File: config.mk
export PLATFORM = sky130hd
export DESIGN_NAME = grf_wb
export DESIGN_NICKNAME = d
export VERILOG_FILES = /design/src/rtl/grf_wb.sv
export SDC_FILE = /design/constraint.sdc
export NUM_CORES = 2
export LEC_CHECK = 0
export CORE_UTILIZATION = 50
export CTS_CLUSTER_DIAMETER = 40
export DETAILED_ROUTE_END_ITERATION = 8
export GPL_TIMING_DRIVEN = 0
export PLACE_DENSITY = 0.67
export SYNTH_ARGS = -nofsm -noshare
export SYNTH_HDL_FRONTEND = slang
export SYNTH_SLANG_ARGS = --single-unit
export TNS_END_PERCENT = 50
File: constraint.sdc
create_clock -name clk -period 6.25 [get_ports clk]
set_input_delay 1.875 -clock clk [delete_from_list [all_inputs] [get_ports clk]]
set_output_delay 1.875 -clock clk [all_outputs]
set_load 0.02 [all_outputs]
File: src/rtl/grf_wb.sv
// grf_wb: 32x32 general register file at write-back, with a commit trace FIFO.
// Handshake: the trace head is transferred on a rising edge where trace_valid
// and trace_ready are both high. trace_valid never depends on trace_ready.
// While trace_valid is high and trace_ready is low, the head fields hold steady.
// trace_ready is ignored while the FIFO is empty.
module grf_wb #(
  parameter int TRACE_DEPTH = 4,
  parameter bit FORWARD     = 1'b1
) (
  input  logic                           clk,
  input  logic                           reset,
  input  logic [4:0]                     A1,
  input  logic [4:0]                     A2,
  output logic [31:0]                    RD1,
  output logic [31:0]                    RD2,
  input  logic                           RegWrite,
  input  logic [4:0]                     RegAddr,
  input  logic [31:0]                    RegData,
  input  logic [31:0]                    PC,
  output logic                           trace_valid,
  input  logic                           trace_ready,
  output logic [31:0]                    trace_pc,
  output logic [4:0]                     trace_addr,
  output logic [31:0]                    trace_data,
  output logic [$clog2(TRACE_DEPTH):0]   trace_count,
  output logic                           trace_drop
);

  localparam int PW = $clog2(TRACE_DEPTH);
  localparam int CW = PW + 1;
  localparam int EW = 32 + 5 + 32;

  logic [31:0]   rf_q [32];
  logic [EW-1:0] trace_mem_q [TRACE_DEPTH];
  logic [PW-1:0] wr_ptr_q, wr_ptr_d;
  logic [PW-1:0] rd_ptr_q, rd_ptr_d;
  logic [CW-1:0] count_q, count_d;
  logic          drop_q, drop_d;

  logic          commit;
  logic          full;
  logic          pop;
  logic          do_push;
  logic [EW-1:0] head;

  // A write commits only when enabled, not to $0, and not under reset.
  assign commit  = RegWrite && (RegAddr != 5'd0) && reset;
  assign full    = (count_q == CW'(TRACE_DEPTH));
  assign pop     = trace_valid && trace_ready;
  // A push into a full FIFO is accepted only when the head leaves in the same cycle.
  assign do_push = commit && (!full || pop);

  // Register array: clear on reset, otherwise take the committed write.
  always_ff @(posedge clk) begin
    if (!reset) begin
      for (int i = 0; i < 32; i++) rf_q[i] <= '0;
    end else if (commit) begin
      rf_q[RegAddr] <= RegData;
    end
  end

  // Read port 1: $0 reads zero; optional bypass of the in-flight write.
  always_comb begin
    RD1 = rf_q[A1];
    if (A1 == 5'd0) RD1 = '0;
    else if (FORWARD && commit && (A1 == RegAddr)) RD1 = RegData;
  end

  // Read port 2: same rules as port 1.
  always_comb begin
    RD2 = rf_q[A2];
    if (A2 == 5'd0) RD2 = '0;
    else if (FORWARD && commit && (A2 == RegAddr)) RD2 = RegData;
  end

  // Trace storage: entries are only read once written, so no reset is needed.
  always_ff @(posedge clk) begin
    if (do_push) trace_mem_q[wr_ptr_q] <= {PC, RegAddr, RegData};
  end

  // Next-state for pointers, occupancy and the sticky drop flag.
  always_comb begin
    wr_ptr_d = wr_ptr_q;
    rd_ptr_d = rd_ptr_q;
    count_d  = count_q;
    drop_d   = drop_q;
    if (do_push) wr_ptr_d = wr_ptr_q + PW'(1);
    if (pop)     rd_ptr_d = rd_ptr_q + PW'(1);
    count_d = count_q + CW'(do_push) - CW'(pop);
    if (commit && !do_push) drop_d = 1'b1;
  end

  // FIFO control registers; reset wins over any push or pop.
  always_ff @(posedge clk) begin
    if (!reset) begin
      wr_ptr_q <= '0;
      rd_ptr_q <= '0;
      count_q  <= '0;
      drop_q   <= 1'b0;
    end else begin
      wr_ptr_q <= wr_ptr_d;
      rd_ptr_q <= rd_ptr_d;
      count_q  <= count_d;
      drop_q   <= drop_d;
    end
  end

  assign head        = trace_mem_q[rd_ptr_q];
  assign trace_valid = (count_q != '0);
  assign trace_count = count_q;
  assign trace_drop  = drop_q;
  assign trace_pc    = trace_valid ? head[EW-1:37] : '0;
  assign trace_addr  = trace_valid ? head[36:32]   : '0;
  assign trace_data  = trace_valid ? head[31:0]    : '0;

endmodule

# Word-level counts from Yosys, hierarchy flattened
# Memory sizes are Yosys's and may differ from the RTL's. A register that Yosys moved wholly into a read port is not among the register bits.
# Cells that the tools add are included.
# totals
register_bits	8
ramBits	1300
input_bits	83
out_inout_bits	138
word_cells	46
memories	2
# memory_table
memory	depth	word_bits	read_ports	rd_ports_with_merged_regs	wr	line_no	text
rf_q	32	32	2	0	32	33	logic [31:0] rf_q [32];
trace_mem_q	4	69	1	1	1	34	logic [EW-1:0] trace_mem_q [TRACE_DEPTH];
# classes
addsub	4
eq_ne	3
mux	18
n_reduce_logical	15
# ops
op	count
$mux W32	7
$reduce_or A32 Y1	1
$eq A5 B5 Y1	2
$logic_not A5 Y1	2
$mux W5	2
$logic_and A1 B1 Y1	7
$mux W1	7
$reduce_bool A5 Y1	1
$add A2 B1 Y2 const B	2
$mux W2	2
$add A3 B1 Y3	1
$eq A3 B3 Y1 const B	1
$reduce_bool A3 Y1	1
$sub A3 B1 Y3	1
$logic_not A1 Y1	2
$logic_or A1 B1 Y1	1

# Depth between registers and ports, before layout
# logic_depth
word_depth	8
depth_mapped	13
depth_no_buf	11

# Least setup slack after synthesis
# Ideal clock, no wire load.
# synth_timing
kind	input -> register
startpoint	input port RegAddr[1]
endpoint	memory rf_q[25][0], enable pin
setup_time_ns	0.466
arrival_time_ns	5.015
t_required_ns	5.784
slack_ns	0.769
cell_stages	5
path_cell_list	buf_2 > nand2b_1 > or2_2 > clkbuf_1 > o21ai_0
# synth_lines
element	line_no	text
from (decl)	17	input logic [4:0] RegAddr,
to (decl)	33	

# Worst setup path after layout
# layout_timing
startpoint	input port A1[1]
endpoint	output port RD1[15]
# layout_via
elab_chain_cells	4
word_cells_on_any_way	6
# layout_rtl
element	line_no	text
from (decl)	12	input logic [4:0] A1,
branches (longest 3 deep; another with $mem_v2 Z32 W32)	n/a	
$mux W32 (*)	65	if (A1 == 5'd0) RD1 = '0;
to (decl)	14	output logic [31:0] RD1,
# Mark *: on every way between the ends.

==> impl_results.md <==
* Outcome: complete, but fails checks
* Failing checks: capacitance limit, slew limit, setup timing
* GRT overflow at 0
* Routed WL at 269700 um
* Post-detail-place hpwl at around 200000 um
* Register area share after synthesis at 0.5887
* Worst IR Drop VDD at 0.3011 mV
* Most frequent cells in the layout: edfxtp_1 (1300), and2_1 (1065), mux4_2 (393), clkbuf_1 (241), clkbuf_16 (191)
* Max-cap violations at 1
* Die Y-Extent at between 300 and 400 um
* CP Class: in -> out
* Number of synthesized flops with an enable pin at 1300
* Final min period at between 6000 and 7000 ps
* Dominant synthesized flop cell: edfxtp_1
* Pre-antenna DRT Iters at 6
* Filler cells at 9914
* TritonCTS clock tree: built
* WL per Instance at 39.24 um
* CTS Root Cell: clkbuf_16
* Placer congestion estimate at 1.062
* First-pass GRT wire length at 364600 um
* Worst-path cell chain: buf_4, buf_6, buf_12, buf_12, mux4_2, o22ai_4, nor3_4, nor3_1, a211oi_2, buf_4
* Total power at between 20 and 30 mW
* Vias in the first global route at 44890
* Worst stage delay on the critical path at 590 ps
* Setup TNS at -1409 ps
* CP Data Required Time at between 4000 and 5000 ps
* Mean Syn Cell Area at ~15 um2
* Remaining antenna violation count at 0
* Num CTS Buffers at roughly 190
* Worst Path Max Fanout at 10
* Die Width at 367.1 um
* R2R cell count at 10
* Crit path to: RD1[15]
* CORE AREA at 131800 um2
* #FFs+latches synth at 1310
* Clock slew at reported path FFs at 60 ps
* Reg2reg end: trace_count[2]
* Yosys cell types at 63
* Crit. End Element: output port
* Synth warn at 0
* Slowest cell on the critical path: a211oi_2
* Vias at about 46000
* Hold WC Path Type: reg -> reg
* Core Rows at 133
* CP top delay family: buffers and inverters
* Pwr dens at 325.2 nW/um2
* R2R Setup Slk at ~3500 ps
* Slew Limit Fails at 11
* CTS H-Tree Depth at 4
* Mapped cell area at 66650 um2
* Vias per inst at approximately 6.7
* Hold-fix buffers at CTS at 0
* WP buf/inv at 5
* DR iter-0 viols at about 7000
* CTS Buffer Depth at 3
* Crit share post-route at 1.026
* Peak Freq at 0.1560 GHz
* Number of remaining DRC errors at 0
* Area grow syn2layout at 22.01%
* Worst slew margin at -0.009032
* Unrepaired setup endpoints after global routing: yes
* Port-buffer cells at about 210
* Initial antenna violation count at 27
* GR Util All Layers at 0.3994
* CTS sink count at 1310
* Post-layout util at 0.6170
* CP Launch Type: input port
* Final Hold Fails at 0
* Worst-Skew Late Latency at 850 ps
* Nets at 5028
* Synth async-reset ratio at 0
* CP arrival at between 4000 and 5000 ps
* Layout cells sized above 1 at 0.2858
* Largest net degree at the start of global routing at 57
* Clock skew at a little over 20 ps
* Syn Inst Count at around 4500
* Commonest non-fill, non-tap cell in the layout: edfxtp_1
* Final count of negative-setup-slack endpoints at 23
* CP Depth at 10
* R2r startpoint: trace_count[1]
* I/O pin count at 221
* Initial core utilization at 0.5057
* Slew of the pin with the lowest slew margin at 1514 ps
* Worst setup margin at -160.1 ps
* Origin of the worst setup path: A1[1]
* Leak at 27.97 nW
* Die area at 134800 um2
==> metal layers <==
metal	global-route usage	vias up	part of all wire
met5	0	-	0.00069
met4	0.2442	28	0.067
met1	0.4998	23550	0.35
met2	0.5819	3450	0.44
met3	0.1589	729	0.14
li1	-	18210	-
==> cell families after synthesis <==
logic type               Yosys count  share of synthesized area
adder cells (fa/ha/maj)            7                   0.001427
buffers and inverters            464                    0.03578
other                              1                 0.00005626
XOR/XNOR                          14                   0.001840
AND/OR/NAND/NOR                 1394                     0.1231
AO/OA/AOI/OAI                    502                    0.05314
flip-flops                      1310                     0.5887
multiplexers                     771                     0.1960
==> power by group <==
group / internal, mW / total [mW] / switching, mW
Clock: 6.88 / 11.3 / 4.39
Combinational: 1.93 / 4.80 / 2.87
Sequential: 10.2 / 10.4 / 0.223
Total: 19.0 / 26.4 / 7.48
==> registers in the layout, indices dropped and copies added, names as in the netlist, named ones only <==
| name | cells |
|---|---|
| wr_ptr_q | 2 |
| rf_q | 1024 |
| trace_mem_q | 276 |
| trace_drop | 1 |
| trace_count | 3 |
| rd_ptr_q | 2 |
==> worst register-to-register path: cells and delay by family (launching register included) <==
family,cells,cell delay [ps]
buffers and inverters,3,660
AND/OR/NAND/NOR,3,510
flip-flops,1,430
XOR/XNOR,1,180
adder cells (fa/ha/maj),3,810
==> layout make-up <==
| type | count | area [um2] | share of cell area |
|---|---|---|---|
| inverters | 7 | 27.53 | 0.0003385 |
| flip-flops and latches | 1310 | 39240 | 0.4825 |
| well taps | 1755 | 2196 | 0.02700 |
| multi-input cells | 2720 | 27210 | 0.3346 |
| diodes | 17 | 42.54 | 0.0005231 |
| plain buffers | 454 | 3024 | 0.03719 |
| clock buffers | 211 | 4843 | 0.05956 |
| clock inverters | 143 | 1837 | 0.02259 |
| repair buffers | 256 | 2909 | 0.03577 |
==> repair_timing <==
action                     4_1_cts  5_1_grt
setup buffers                    7        0
gates resized for setup        618      169
setup endpoints to repair       64       59
pin swaps                       37       29
==> worst min path at each step <==
stage | endpoint | cells after the start | slack (ps) | from
finish | trace_drop | 2 | 480 | trace_drop
global route | trace_drop | 2 | 520 | trace_drop
CTS | trace_drop | 2 | 480 | trace_drop
detailed placement | trace_drop | 2 | 470 | trace_drop
global placement | trace_drop | 2 | 460 | trace_drop
floorplan | flop | 2 | 480 | rd_ptr_q[1]
==> stage by stage <==
| stage | setup WS (ps) | cells | cell area [um2] | hold WS, ps |
|---|---|---|---|---|
| 5_1_grt | -92.72 | 6859 | 81290 | 519.8 |
| 3_5_place_dp | -2104 | 6498 | 72270 | 469.8 |
| 6_report | -160.1 | 6873 | 81320 | 484.5 |
| 3_3_place_gp | -3097 | 6461 | 71090 | 455.9 |
| 4_1_cts | -239.4 | 6856 | 80800 | 483.7 |
| 2_1_floorplan | 769.4 | 4494 | 66770 | 484.7 |
==> Yosys cell counts, types with 31 or more instances <==
| cell type | count | area share |
|---|---|---|
| o22ai_1 | 139 | 0.013 |
| a211oi_1 | 41 | 0.0046 |
| a221oi_1 | 47 | 0.0062 |
| o221ai_1 | 31 | 0.0041 |
| nor3_1 | 74 | 0.0056 |
| o21a_1 | 40 | 0.0045 |
| and2_1 | 1069 | 0.10 |
| edfxtp_1 | 1300 | 0.59 |
| clkbuf_1 | 285 | 0.016 |
| nor2_1 | 165 | 0.0093 |
| buf_2 | 91 | 0.0068 |
| o21ai_0 | 78 | 0.0059 |
| mux4_2 | 393 | 0.13 |
| mux2_2 | 161 | 0.027 |
| mux2i_1 | 203 | 0.030 |
Note: power is estimated with default switching activity, not from simulation.
